File: config.mk
export PLATFORM = sky130hd
export DESIGN_NAME = fetch_unit
export DESIGN_NICKNAME = d
export VERILOG_FILES = /design/src/rtl/fetch_unit.sv
export SDC_FILE = /design/constraint.sdc
export NUM_CORES = 1
export LEC_CHECK = 0
export BUFFER_PORTS_ARGS = -buffer_cell sky130_fd_sc_hd__buf_2
export CAP_MARGIN = 20
export CORE_AREA = 2 2 193 195
export DETAILED_ROUTE_END_ITERATION = 10
export DIE_AREA = 0 0 195 197
export PLACE_DENSITY = 0.54
export SLEW_MARGIN = 20
export SYNTH_ARGS = -nofsm -noshare
export SYNTH_HDL_FRONTEND = slang
export SYNTH_SLANG_ARGS = --single-unit
export TNS_END_PERCENT = 10
File: constraint.sdc
create_clock -name i_clock -period 3.5 [get_ports i_clock]
set_input_delay 0.175 -clock i_clock [delete_from_list [all_inputs] [get_ports i_clock]]
set_output_delay 0.175 -clock i_clock [all_outputs]
set_load 0.02 [all_outputs]
File: src/rtl/fetch_unit.sv
// Instruction-fetch stage: PC owner, imem address driver and {pc, instr} circular queue towards decode.
// Optional feature macro: STATIC_JUMP_EN (follow j/jal targets at fetch time).
module fetch_unit #(
    parameter logic [31:0] RESET_PC = 32'h0000_0000,
    parameter int          QDEPTH   = 4,
    parameter int          QPTR_W   = 2
) (
    input  logic        i_clock,
    input  logic        i_reset,
    output logic [31:0] o_imem_addr,
    input  logic [31:0] i_imem_data,
    input  logic        i_redirect,
    input  logic [31:0] i_redirect_pc,
    output logic        o_out_valid,
    input  logic        i_out_ready,
    output logic [31:0] o_out_instr,
    output logic [31:0] o_out_pc,
    output logic        o_misalign_err,
    output logic [15:0] o_fetch_count
);

    typedef enum logic [1:0] {
        ST_BOOT = 2'd0,
        ST_RUN  = 2'd1,
        ST_HOLD = 2'd2
    } state_t;

    localparam logic [QPTR_W:0] QFULL = (QPTR_W+1)'(QDEPTH);

    state_t              r_state;
    state_t              w_state_next;
    logic [31:0]         r_pc;
    logic [QPTR_W-1:0]   r_rd;
    logic [QPTR_W-1:0]   r_wr;
    logic [QPTR_W:0]     r_count;
    logic [QPTR_W:0]     w_count_next;
    logic [31:0]         r_q_pc    [QDEPTH];
    logic [31:0]         r_q_instr [QDEPTH];
    logic                r_misalign;
    logic [15:0]         r_fetch_count;
    logic                w_push;
    logic                w_pop;
    logic [31:0]         w_pc_plus4;
    logic [31:0]         w_next_pc;

    // handshake and queue occupancy decisions for this cycle
    always_comb begin
        w_pop        = 1'b0;
        w_push       = 1'b0;
        w_count_next = r_count;
        if (i_redirect) begin
            w_count_next = '0;
        end else begin
            w_pop  = (r_count != '0) && i_out_ready;
            w_push = (r_state != ST_BOOT) && ((r_count < QFULL) || w_pop);
            case ({w_push, w_pop})
                2'b10:   w_count_next = r_count + (QPTR_W+1)'(1);
                2'b01:   w_count_next = r_count - (QPTR_W+1)'(1);
                default: w_count_next = r_count;
            endcase
        end
    end

    // sequential PC selection, optionally following static jumps
    always_comb begin
        w_pc_plus4 = r_pc + 32'd4;
`ifdef STATIC_JUMP_EN
        if ((i_imem_data[31:26] == 6'b000010) || (i_imem_data[31:26] == 6'b000011)) begin
            w_next_pc = {w_pc_plus4[31:28], i_imem_data[25:0], 2'b00};
        end else begin
            w_next_pc = w_pc_plus4;
        end
`else
        w_next_pc = w_pc_plus4;
`endif
    end

    // FSM next-state; redirect always lands in RUN
    always_comb begin
        w_state_next = r_state;
        case (r_state)
            ST_BOOT: w_state_next = ST_RUN;
            ST_RUN:  w_state_next = (w_count_next == QFULL) ? ST_HOLD : ST_RUN;
            ST_HOLD: w_state_next = w_pop ? ST_RUN : ST_HOLD;
            default: w_state_next = ST_BOOT;
        endcase
        if (i_redirect) begin
            w_state_next = ST_RUN;
        end else begin
            w_state_next = w_state_next;
        end
    end

    // control state: pc, pointers, counters, sticky error
    always_ff @(posedge i_clock) begin
        if (i_reset) begin
            r_state       <= ST_BOOT;
            r_pc          <= RESET_PC;
            r_rd          <= '0;
            r_wr          <= '0;
            r_count       <= '0;
            r_misalign    <= 1'b0;
            r_fetch_count <= 16'd0;
        end else begin
            r_state <= w_state_next;
            r_count <= w_count_next;
            if (i_redirect) begin
                r_pc <= {i_redirect_pc[31:2], 2'b00};
                r_rd <= '0;
                r_wr <= '0;
                if (i_redirect_pc[1:0] != 2'b00) begin
                    r_misalign <= 1'b1;
                end
            end else begin
                if (w_push) begin
                    r_pc          <= w_next_pc;
                    r_wr          <= r_wr + QPTR_W'(1);
                    r_fetch_count <= r_fetch_count + 16'd1;
                end
                if (w_pop) begin
                    r_rd <= r_rd + QPTR_W'(1);
                end
            end
        end
    end

    // queue storage; contents are masked by count so need no reset
    always_ff @(posedge i_clock) begin
        if (w_push && !i_reset) begin
            r_q_pc[r_wr]    <= r_pc;
            r_q_instr[r_wr] <= i_imem_data;
        end
    end

    assign o_imem_addr    = r_pc;
    assign o_out_valid    = (r_count != '0);
    assign o_out_instr    = o_out_valid ? r_q_instr[r_rd] : 32'h0000_0000;
    assign o_out_pc       = o_out_valid ? r_q_pc[r_rd] : 32'h0000_0000;
    assign o_misalign_err = r_misalign;
    assign o_fetch_count  = r_fetch_count;

endmodule

==> flow_summary_export.csv, run 1 <==
group,metric,value,unit
critical_path,startpoint_type,"flop",
clocking,clkTransAtPathRegs,60,ps
run_status,outcome,"completed",
synth,async_reset_ff_share,0,%
synth,ys_ff_latch,306,
timing,setup_violations,0,
timing,finalMaxSlewViolations,0,
synth,postSynthAreaPerCell,16.4,sq um
synth,synthFlopType,"edfxtp_1",
synth,ys_seq_area_share,68.3,%
synth,ys_warn_count,0,
global_routing,grt-ovfl-total,0,
detailed_routing,viasPerCell,4.91,
placement,hpwlAfterDp,18.4,mm
synth,ys_top_cells_by_area,"edfxtp_1 (59%), mux4_2 (11%), dfxtp_1 (9.2%), and2_1 (3.2%), xor2_1 (1.7%)",
clocking,postCtsHoldBufs,48,
power_and_ir_drop,leakage,0.00559,uW
critical_path,critPathSlowestCell,"or3_2",
power_and_ir_drop,ir_drop,0.000254,V
critical_path,cpLargestDelayFamily,"simple AND/OR/NAND/NOR gates",
detailed_routing,detail-route-antenna-nets,0,
placement,gp_congestion,0.741,
global_routing,grt_pass1_wl,45.6,mm
timing,holdWs,8.65,ps
finish,final_core_util,43.0,%
clocking,h-tree-depth,2,
synth,ys_types,54,
finish,syn2layout_area_growth,23.7,%
timing,final_hold_viol_count,0,
placement,portBuffers,177,
detailed_routing,dr.pass1.iters,4,
critical_path,critical_path_arrival,3300,ps
synth,synthesis.area,12600,sq um
clocking,root_buffer,"clkbuf_16",
synth,yosysTopAreaCellShare,59.0,%
timing,setup-tns-final,0,ps
critical_path,crit_path_end_kind,"flop",
critical_path,critPathKind,"reg2reg",
detailed_routing,first_iter_violations,259,
job,maxCapViolCount,0,
synth,synth_edf_count,248,
critical_path,cp.required,3890,ps
placement,dp.cells,1387,
synth,postSynthCellCount,769,
timing,tightestPinTransition,808,ps
floorplanning,core,36300,sq um
floorplanning,rows,70,
timing,finalCritPeriodShare,83.0,%
global_routing,grt_usage,15.7,%
global_routing,grt_pass1_vias,7516,
floorplanning,die-height,197,um
clocking,cts_buffer_depth,3,
critical_path,cp_cell_sequence,"or3_2, nand2_1, inv_1, ha_1, fa_1, xnor2_1, or3_1, a2111o_1, a21oi_1, nor2_1",
clocking,insertion_delay,520,ps
floorplanning,initial_core_util,34.8,%
timing,slew_headroom,45.7,%
finish,antennaDiodeCount,0,
power_and_ir_drop,p_per_area,513,nW/um^2
finish,fin_area,15600,sq um
detailed_routing,drc,0,
timing,finalCriticalPeriod,2910,ps
worst_hold_path,holdCritPathClass,"in2reg",
finish,finalNonFillerCells,1493,
synth,synth_commonest_cells,"edfxtp_1 (248), and2_1 (65), mux4_2 (62)",
detailed_routing,wl,29.9,mm
worst_hold_path,min_path_cells,3,
detailed_routing,vias,7327,
global_routing,grt_max_degree,65,
global_routing,antenna_found_initial,1,
finish,layout-drive-gt1-share,32.4,%
finish,finalNetCount,1079,
synth,synthMostInstantiatedCell,"edfxtp_1",
clocking,cts_tree,"done",
synth,synth_top_area_cell,"edfxtp_1",
timing,grt_setup_unrepaired,"no",
clocking,ctsResizeCount,0,
critical_path,reg2reg_depth,10,
clocking,cts_made_buffers,34,
floorplanning,ios,182,
placement,postPlaceCellArea,14100,sq um
critical_path,path_buf_inv,1,
clocking,cts_setup_buffers,0,
critical_path,max_stage_delay,500,ps
timing,fmaxAchievable,0.344,GHz
critical_path,worst-path-stages,10,
floorplanning,die_x,195,um
clocking,cts_sinks,306,
critical_path,critPathMaxFanout,5,
floorplanning,dieArea,38400,sq um
detailed_routing,wl_per_cell,20.0,um
timing,fin_worst_skew,26.3,ps
## routing by layer
layer / GRT usage (%) / wire length, um
met1: 20.6 / 13100
met2: 26.4 / 14600
met3: 3.01 / 1390
met4: 5.03 / 758
met5: 0 / 0
## cell families (layout without fill, tap and decap cells)
| kind of cell | Yosys count | in the layout | share of synthesized area [%] |
|---|---|---|---|
| AOI/OAI and AO/OA | 58 | 58 | 2.87 |
| muxes | 72 | 72 | 11.9 |
| xor gates and xnor gates | 47 | 47 | 3.26 |
| DFF | 306 | 306 | 68.3 |
| buffers and inverters | 68 | 321 | 2.35 |
| other | 1 | 4 | 0.0297 |
| adders and majority gates | 8 | 8 | 0.853 |
| and+or+nand+nor | 209 | 209 | 10.5 |
## sequential cells by signal (all words and copies together), names as in the netlist, named ones only
name,count
r_count,3
o_misalign_err,1
o_imem_addr,30
r_wr,2
r_q_instr,128
r_rd,2
r_state,2
r_q_pc,120
o_fetch_count,16
## layout make-up
type	count	area [sq um]
fill	3318	20700
sequential	306	8620
multi-input combinational	398	3740
timing repair buffer	237	1520
clock buffer	46	927
tap	468	586
clock inverter	12	113
inverter	26	97.6
## cells in the final DEF (no fill, tap or decap), drive strengths merged, types with 12 or more instances in the layout
cell,n
inv,27
xor2,24
and2,65
nor2,36
buf,189
clkbuf,46
dfxtp,58
mux4,62
nand3,19
nand4,12
nand2,20
nor4,18
xnor2,23
edfxtp,248
dlygate4sd3,48
a21oi,27
o21a,13
## path summary, 6_finish.rpt
kind	end	slack, ps	from
max	r_state[0]	590	r_count[2]
min	o_imem_addr[30]	9	i_redirect_pc[30]
max reg2reg	r_state[0]	590	r_count[2]
min reg2reg	o_misalign_err	460	o_misalign_err
## stage by stage
stage	power (uW)	setup slack (ps)
6_report	8010	593
5_1_grt	8310	435
4_1_cts	8130	608
3_5_place_dp	4670	609
3_3_place_gp	4660	637
2_1_floorplan	4440	488
## worst reg2reg max path: stages, from the launching register on
cell	delay [ps]
dfxtp_1	330
or3_2	500
nand2_1	130
inv_1	80
ha_1	230
fa_1	380
xnor2_1	140
or3_1	330
a2111o_1	440
a21oi_1	150
nor2_1	60
## report_power, final
| part | total, uW | leakage (uW) | switching, uW | internal (uW) |
|---|---|---|---|---|
| Combinational | 542 | 0.00234 | 314 | 229 |
| Sequential | 4080 | 0.00274 | 81.4 | 4000 |
| Clock | 3390 | 0.000509 | 1390 | 2000 |
| Total | 8010 | 0.00559 | 1780 | 6230 |
Power figures use the tool's default switching activity.
==> inputs of run 2 (changes only) <==
- ABC_AREA: not set -> 1
- CORE_AREA: 2 2 193 195 -> 2 2 197 199
- DIE_AREA: 0 0 195 197 -> 0 0 199 201
- PLACE_DENSITY: 0.54 -> 0.56
- clock period: 3.5 -> 2.5 ns (I/O delays scaled with it)
==> run 2 against run 1 <==
  * Clock skew fell by 12 ps
  * Utilization rose by 0.22 points
  * Setup slack got worse by 430 ps
  * Highest routed layer unchanged
  * Cell count rose by 42%
  * Critical path depth fell by 4
  * Critical endpoint is now o_out_pc[13]
  * Routed wire length rose by 17%
  * Synthesized cell count rose by 74%
  * Critical path type is now reg2out
==> flow_summary_export.csv, run 2 <==
group,metric,value,unit
floorplanning,die-height,201,um
synth,synthMostInstantiatedCell,"nor2_1",
finish,layout-drive-gt1-share,17.2,%
clocking,insertion_delay,510,ps
run_status,outcome,"completed",
global_routing,grt-ovfl-total,0,
floorplanning,ios,182,
power_and_ir_drop,combPwrFrac,8.0,%
floorplanning,rows,72,
power_and_ir_drop,sequentialPowerShare,49.7,%
synth,synth_top_family_by_area,"simple AND/OR/NAND/NOR gates",
power_and_ir_drop,intPower,8830,uW
clocking,cts_tree,"done",
placement,hpwlAfterDp,21.5,mm
timing,finalCriticalPeriod,2330,ps
critical_path,reg2reg_depth,11,
finish,largest_reg_flops,128,
timing,finalMaxSlewViolations,0,
worst_hold_path,min_path_cells,5,
timing,final_hold_viol_count,0,
finish,top_register,"r_q_instr",
synth,ys_top_cells_by_area,"edfxtp_1 (57%), nor2_1 (9.4%), dfxtp_1 (8.8%), o21ai_0 (5.9%), nand2_1 (5.7%)",
detailed_routing,first_iter_violations,621,
clocking,cts_buffer_depth,3,
power_and_ir_drop,p_per_area,697,nW/um^2
timing,tightestPinTransition,615,ps
synth,ys_ff_latch,306,
synth,ys_types,35,
detailed_routing,viasPerCell,4.74,
synth,postSynthAreaPerCell,9.84,sq um
detailed_routing,drc,0,
synth,synthesis.area,13200,sq um
finish,layout_commonest_cell,"nor2_1",
critical_path,crit_path_end_kind,"output pin",
detailed_routing,wl,34.9,mm
synth,ys_warn_count,0,
placement,dp_worst_setup_slack,300,ps
power_and_ir_drop,p_clk_share,42.2,%
timing,finalCritPeriodShare,93.3,%
global_routing,grt_max_degree,63,
synth,synth-simple-area-share,18.0,%
critical_path,critPathMaxFanout,58,
synth,synth_edf_count,248,
floorplanning,dieArea,40000,sq um
power_and_ir_drop,leakage,0.00618,uW
finish,finalNetCount,1654,
detailed_routing,vias,10029,
clocking,root_buffer,"clkbuf_16",
clocking,h-tree-depth,2,
floorplanning,initial_core_util,34.5,%
finish,antennaDiodeCount,0,
critical_path,startpoint_type,"flop",
critical_path,critical_path_arrival,2210,ps
detailed_routing,wl_per_cell,16.5,um
synth,synth.area.mux_share,0,%
clocking,clkTransAtPathRegs,60,ps
timing,grt_setup_unrepaired,"no",
synth,postSynthCellCount,1338,
timing,slew_headroom,59.0,%
timing,setup-tns-final,0,ps
synth,yosysTopAreaCellShare,56.6,%
synth,synthFlopType,"edfxtp_1",
floorplanning,die_x,199,um
floorplanning,core,38100,sq um
timing,fmaxAchievable,0.429,GHz
detailed_routing,detail-route-antenna-nets,0,
synth,async_reset_ff_share,0,%
worst_hold_path,holdCritPathClass,"in2reg",
timing,setup_violations,0,
timing,setup_ws,168,ps
clocking,cts_made_buffers,35,
critical_path,cp.required,2380,ps
synth,ys_seq_area_share,65.4,%
power_and_ir_drop,p_sw_share,23.1,%
clocking,cts_sinks,306,
timing,fin_worst_skew,14.6,ps
synth,synth_compound_area_share,10.7,%
placement,gp_congestion,0.858,
finish,layout_common_cells,"nor2_1 (324), edfxtp_1 (248), nand2_1 (201), buf_2 (177), o21ai_0 (153)",
critical_path,critPathKind,"reg2out",
placement,portBuffers,177,
finish,fill_cells,3658,
synth,synth_xor_area_share,0.532,%
global_routing,antenna_found_initial,0,
detailed_routing,dr.pass1.iters,5,
power_and_ir_drop,finalPower,11500,uW
synth,synth_top_area_cell,"edfxtp_1",
synth,synth_fa_ha_area_share,0.818,%
power_and_ir_drop,ir_drop,0.000387,V
finish,syn2layout_area_growth,25.2,%
global_routing,grt_pass1_wl,53.0,mm
synth,synth_commonest_cells,"nor2_1 (329), edfxtp_1 (248), nand2_1 (201)",
job,maxCapViolCount,0,
global_routing,grt_pass1_vias,9621,
power_and_ir_drop,netSwitchingPower,2650,uW
timing,holdWs,18.3,ps
global_routing,grt_usage,17.2,%
## run 2: kinds of logic (layout without fill, tap and decap cells)
logic type / after synthesis / count (layout)
xor gates and xnor gates: 8 / 8
AOI/OAI and AO/OA: 275 / 275
buffers and inverters: 144 / 401
and+or+nand+nor: 596 / 596
DFF: 306 / 306
adders and majority gates: 8 / 8
other: 1 / 4
## run 2: worst max-delay path, stage by stage, from the launching register on
cell and delay (ps):
dfxtp_4 530, buf_12 300, nor2_1 90, nor2_1 80, o21ai_0 80, a21oi_1 380, buf_2 250
## run 2: final cells by class
class	instances	area [sq um]	area share (%)
Clock inverter	12	119	0.721
Clock buffer	45	965	5.86
Timing Repair Buffer	265	1830	11.1
Inverter	79	297	1.80
Multi-Input combinational cell	891	4000	24.3
Sequential cell	306	8610	52.3
Tap cell	518	648	3.93
## run 2: worst paths after layout
check               startpoint         endpoint  slack (ps)
min          i_redirect_pc[24]  o_imem_addr[24]          20
min reg2reg     o_misalign_err   o_misalign_err         450
max reg2reg         r_count[0]       r_state[1]         320
max                       flop     o_out_pc[13]         170
## run 2: power by group through the flow
| stage | Combinational, uW | Sequential [uW] | Clock (uW) |
|---|---|---|---|
| floorplan | 459 | 5820 | 0 |
| global placement | 839 | 5810 | 0 |
| detailed placement | 850 | 5810 | 0 |
| CTS | 930 | 5710 | 4940 |
| global route | 1020 | 5720 | 5160 |
| finish | 923 | 5710 | 4850 |
## run 2: stage by stage
stage / std cells / utilization [%] / instance area (sq um)
2_1_floorplan: 1341 / - / 13200
3_3_place_gp: 1996 / 38.7 / 14700
3_5_place_dp: 1996 / 38.7 / 14700
4_1_cts: 2115 / 43.2 / 16500
5_1_grt: 2116 / 43.2 / 16500
6_report: 2116 / 43.2 / 16500
## run 2: routing by layer
metal	vias to the layer above	track usage, %	share of wire, %
li1	4985	-	-
met1	4723	22.8	46
met2	271	29.2	47
met3	50	2.72	5.5
met4	0	4.32	1.9
met5	-	0	0
## run 2: what timing repair did
action / CTS / global route
gates resized for setup: 1 / 2
setup buffers: 0 / 1
endpoints found under the setup margin: 1 / 17
endpoints found under the hold margin: 159 / 0
hold buffers: 62 / 0
==> inputs of run 3 (changes only) <==
- clock period: 2.5 -> 1.9 ns (I/O delays scaled with it)
==> run 3 against run 2 <==
  * The run now ends with setup timing left
  * Clock power up 35%
  * Setup slack worse by 230 ps
  * Sequential share of layout area down 3.7 points
  * Routed wire length up 10%
  * Die area unchanged
  * Final area up 7.7%
  * Hold slack worse by 2.7 ps
  * Via count up 4.7%
  * Sequential cell count unchanged
  * Utilization up 3.3 points
  * Global-route usage up 1.4 points
  * Power up 35%
  * Critical path type unchanged
  * Critical endpoint is now o_out_pc[17]
==> flow_summary_export.csv, run 3 (same netlist as run 2, synthesis figures left out) <==
group,metric,value,unit
worst_hold_path,holdCritPathClass,"in2reg",
timing,finalMaxSlewViolations,0,
critical_path,critical_path_arrival,1870,ps
critical_path,cpLargestDelayFamily,"buffers and inverters",
power_and_ir_drop,p_sw_share,23.4,%
floorplanning,initial_core_util,34.5,%
critical_path,worst-path-stages,7,
detailed_routing,drc,0,
timing,fin_worst_skew,20.7,ps
finish,layout-drive-gt1-share,23.6,%
detailed_routing,wl,38.4,mm
global_routing,antenna_found_initial,0,
critical_path,startpoint_type,"flop",
floorplanning,die-height,201,um
global_routing,grt_usage,18.6,%
power_and_ir_drop,netSwitchingPower,3640,uW
placement,hpwlAfterDp,23.2,mm
floorplanning,dieArea,40000,sq um
floorplanning,core,38100,sq um
finish,syn2layout_area_growth,34.9,%
clocking,cts_sinks,306,
clocking,root_buffer,"clkbuf_16",
floorplanning,die_x,199,um
run_status,outcome,"finished, violations left",
timing,fmaxAchievable,0.508,GHz
floorplanning,ios,182,
timing,final_hold_viol_count,0,
power_and_ir_drop,ir_drop,0.000471,V
run_status,violations,"setup timing",
power_and_ir_drop,p_per_area,875,nW/um^2
global_routing,grt-ovfl-total,0,
floorplanning,rows,72,
critical_path,max_stage_delay,370,ps
detailed_routing,wl_per_cell,17.6,um
timing,setup-tns-final,-1010,ps
timing,finalCritPeriodShare,104,%
finish,top_register,"r_q_instr",
clocking,cts_made_buffers,35,
finish,largest_reg_flops,128,
timing,grt_setup_unrepaired,"yes",
clocking,insertion_delay,520,ps
clocking,h-tree-depth,2,
finish,layout_commonest_cell,"nor2_1",
timing,finalCriticalPeriod,1970,ps
critical_path,cp.required,1800,ps
placement,dp_worst_setup_slack,-102,ps
placement,gp_congestion,0.860,
job,maxCapViolCount,0,
timing,setup_ws,-66.6,ps
global_routing,grt_max_degree,63,
power_and_ir_drop,intPower,11900,uW
timing,slew_headroom,61.6,%
clocking,clkTransAtPathRegs,50,ps
global_routing,grt_pass1_vias,10145,
worst_hold_path,min_path_cells,5,
critical_path,critPathMaxFanout,10,
finish,antennaDiodeCount,0,
critical_path,cpMostUsedCell,"nor2_1",
power_and_ir_drop,leakage,0.00668,uW
detailed_routing,first_iter_violations,685,
detailed_routing,viasPerCell,4.82,
finish,final_core_util,46.6,%
timing,tightestPinTransition,575,ps
critical_path,path_buf_inv,3,
critical_path,crit_path_end_kind,"output pin",
critical_path,critPathKind,"reg2out",
clocking,cts_buffer_depth,3,
power_and_ir_drop,sequentialPowerShare,48.1,%
placement,portBuffers,177,
finish,layout_common_cells,"nor2_1 (310), edfxtp_1 (248), nand2_1 (199), buf_2 (117), buf_4 (102)",
detailed_routing,dr.pass1.iters,6,
timing,setup_violations,37,
detailed_routing,detail-route-antenna-nets,0,
global_routing,grt_pass1_wl,57.4,mm
clocking,cts_tree,"done",
critical_path,critPathSlowestCell,"dfxtp_4",
power_and_ir_drop,combPwrFrac,9.7,%
finish,finalNetCount,1711,
critical_path,cp_cell_sequence,"buf_12, bufbuf_16, nor2_1, nor2_1, o21ai_2, a21oi_1, buf_4",
critical_path,reg2reg_depth,10,
detailed_routing,vias,10499,
power_and_ir_drop,p_clk_share,42.2,%
run 3: cell types whose count changed in the layout (fill, tap and decap cells not counted), moves of 6 or more:
cell and change:
a21oi_1 -11, o21ai_2 +19, o21ai_0 -69, buf_6 +6
buf_4 +88, buf_12 +10, buf_2 -60, a21oi_2 +11
clkbuf_16 +8, nor2_1 -14, nor2_2 +11, buf_16 +6
o21ai_1 +48
run 3: cell type report:
type                    count  area, sq um
repair buffers            322         2830
inverters                  79          317
flip-flops and latches    306         8620
fillers                  3535        20400
well taps                 518          648
clock buffers              45          945
multi-input cells         891         4220
clock inverters            17          173
run 3: worst min-delay path, delay by kind of cell:
family,cells,cell delay (ps)
AOI/OAI and AO/OA,2,130
buffers and inverters,2,170
and+or+nand+nor,1,70
run 3: per-layer routing:
layer	part of all wire (%)	vias up	global-route usage [%]
met3	5.2	36	2.55
met5	0	-	0
met2	47	295	30.8
li1	-	5131	-
met1	46	5037	26.0
met4	1.4	0	3.92
run 3: per-stage QoR:
stage	cells	hold slack (ps)	power [uW]	instance area, sq um
floorplan	1341	194	8260	13200
global placement	2033	310	8840	15100
detailed placement	2033	321	8850	15100
CTS	2170	2.42	15600	17300
global route	2178	20.0	16100	17700
finish	2178	15.7	15500	17700
run 3: final timing paths:
path / from / endpoint / slack (ps)
max reg2reg: r_count[1] / r_state[0] / 20
min reg2reg: o_misalign_err / o_misalign_err / 450
max: flop / o_out_pc[17] / -70
min: i_redirect_pc[24] / o_imem_addr[24] / 20
run 3: power groups by stage:
stage | logic (uW) | registers, uW | clock network (uW)
floorplan | 611 | 7650 | 0
global placement | 1230 | 7610 | 0
detailed placement | 1240 | 7610 | 0
CTS | 1460 | 7470 | 6710
global route | 1630 | 7480 | 6940
finish | 1510 | 7470 | 6560
run 3: timing repair:
action,in CTS,in global routing
endpoints found under the setup margin,64,68
setup buffers,8,1
pin swaps,11,34
gates cloned,6,8
endpoints found under the hold margin,157,0
gates resized for setup,120,100
hold buffers,61,0
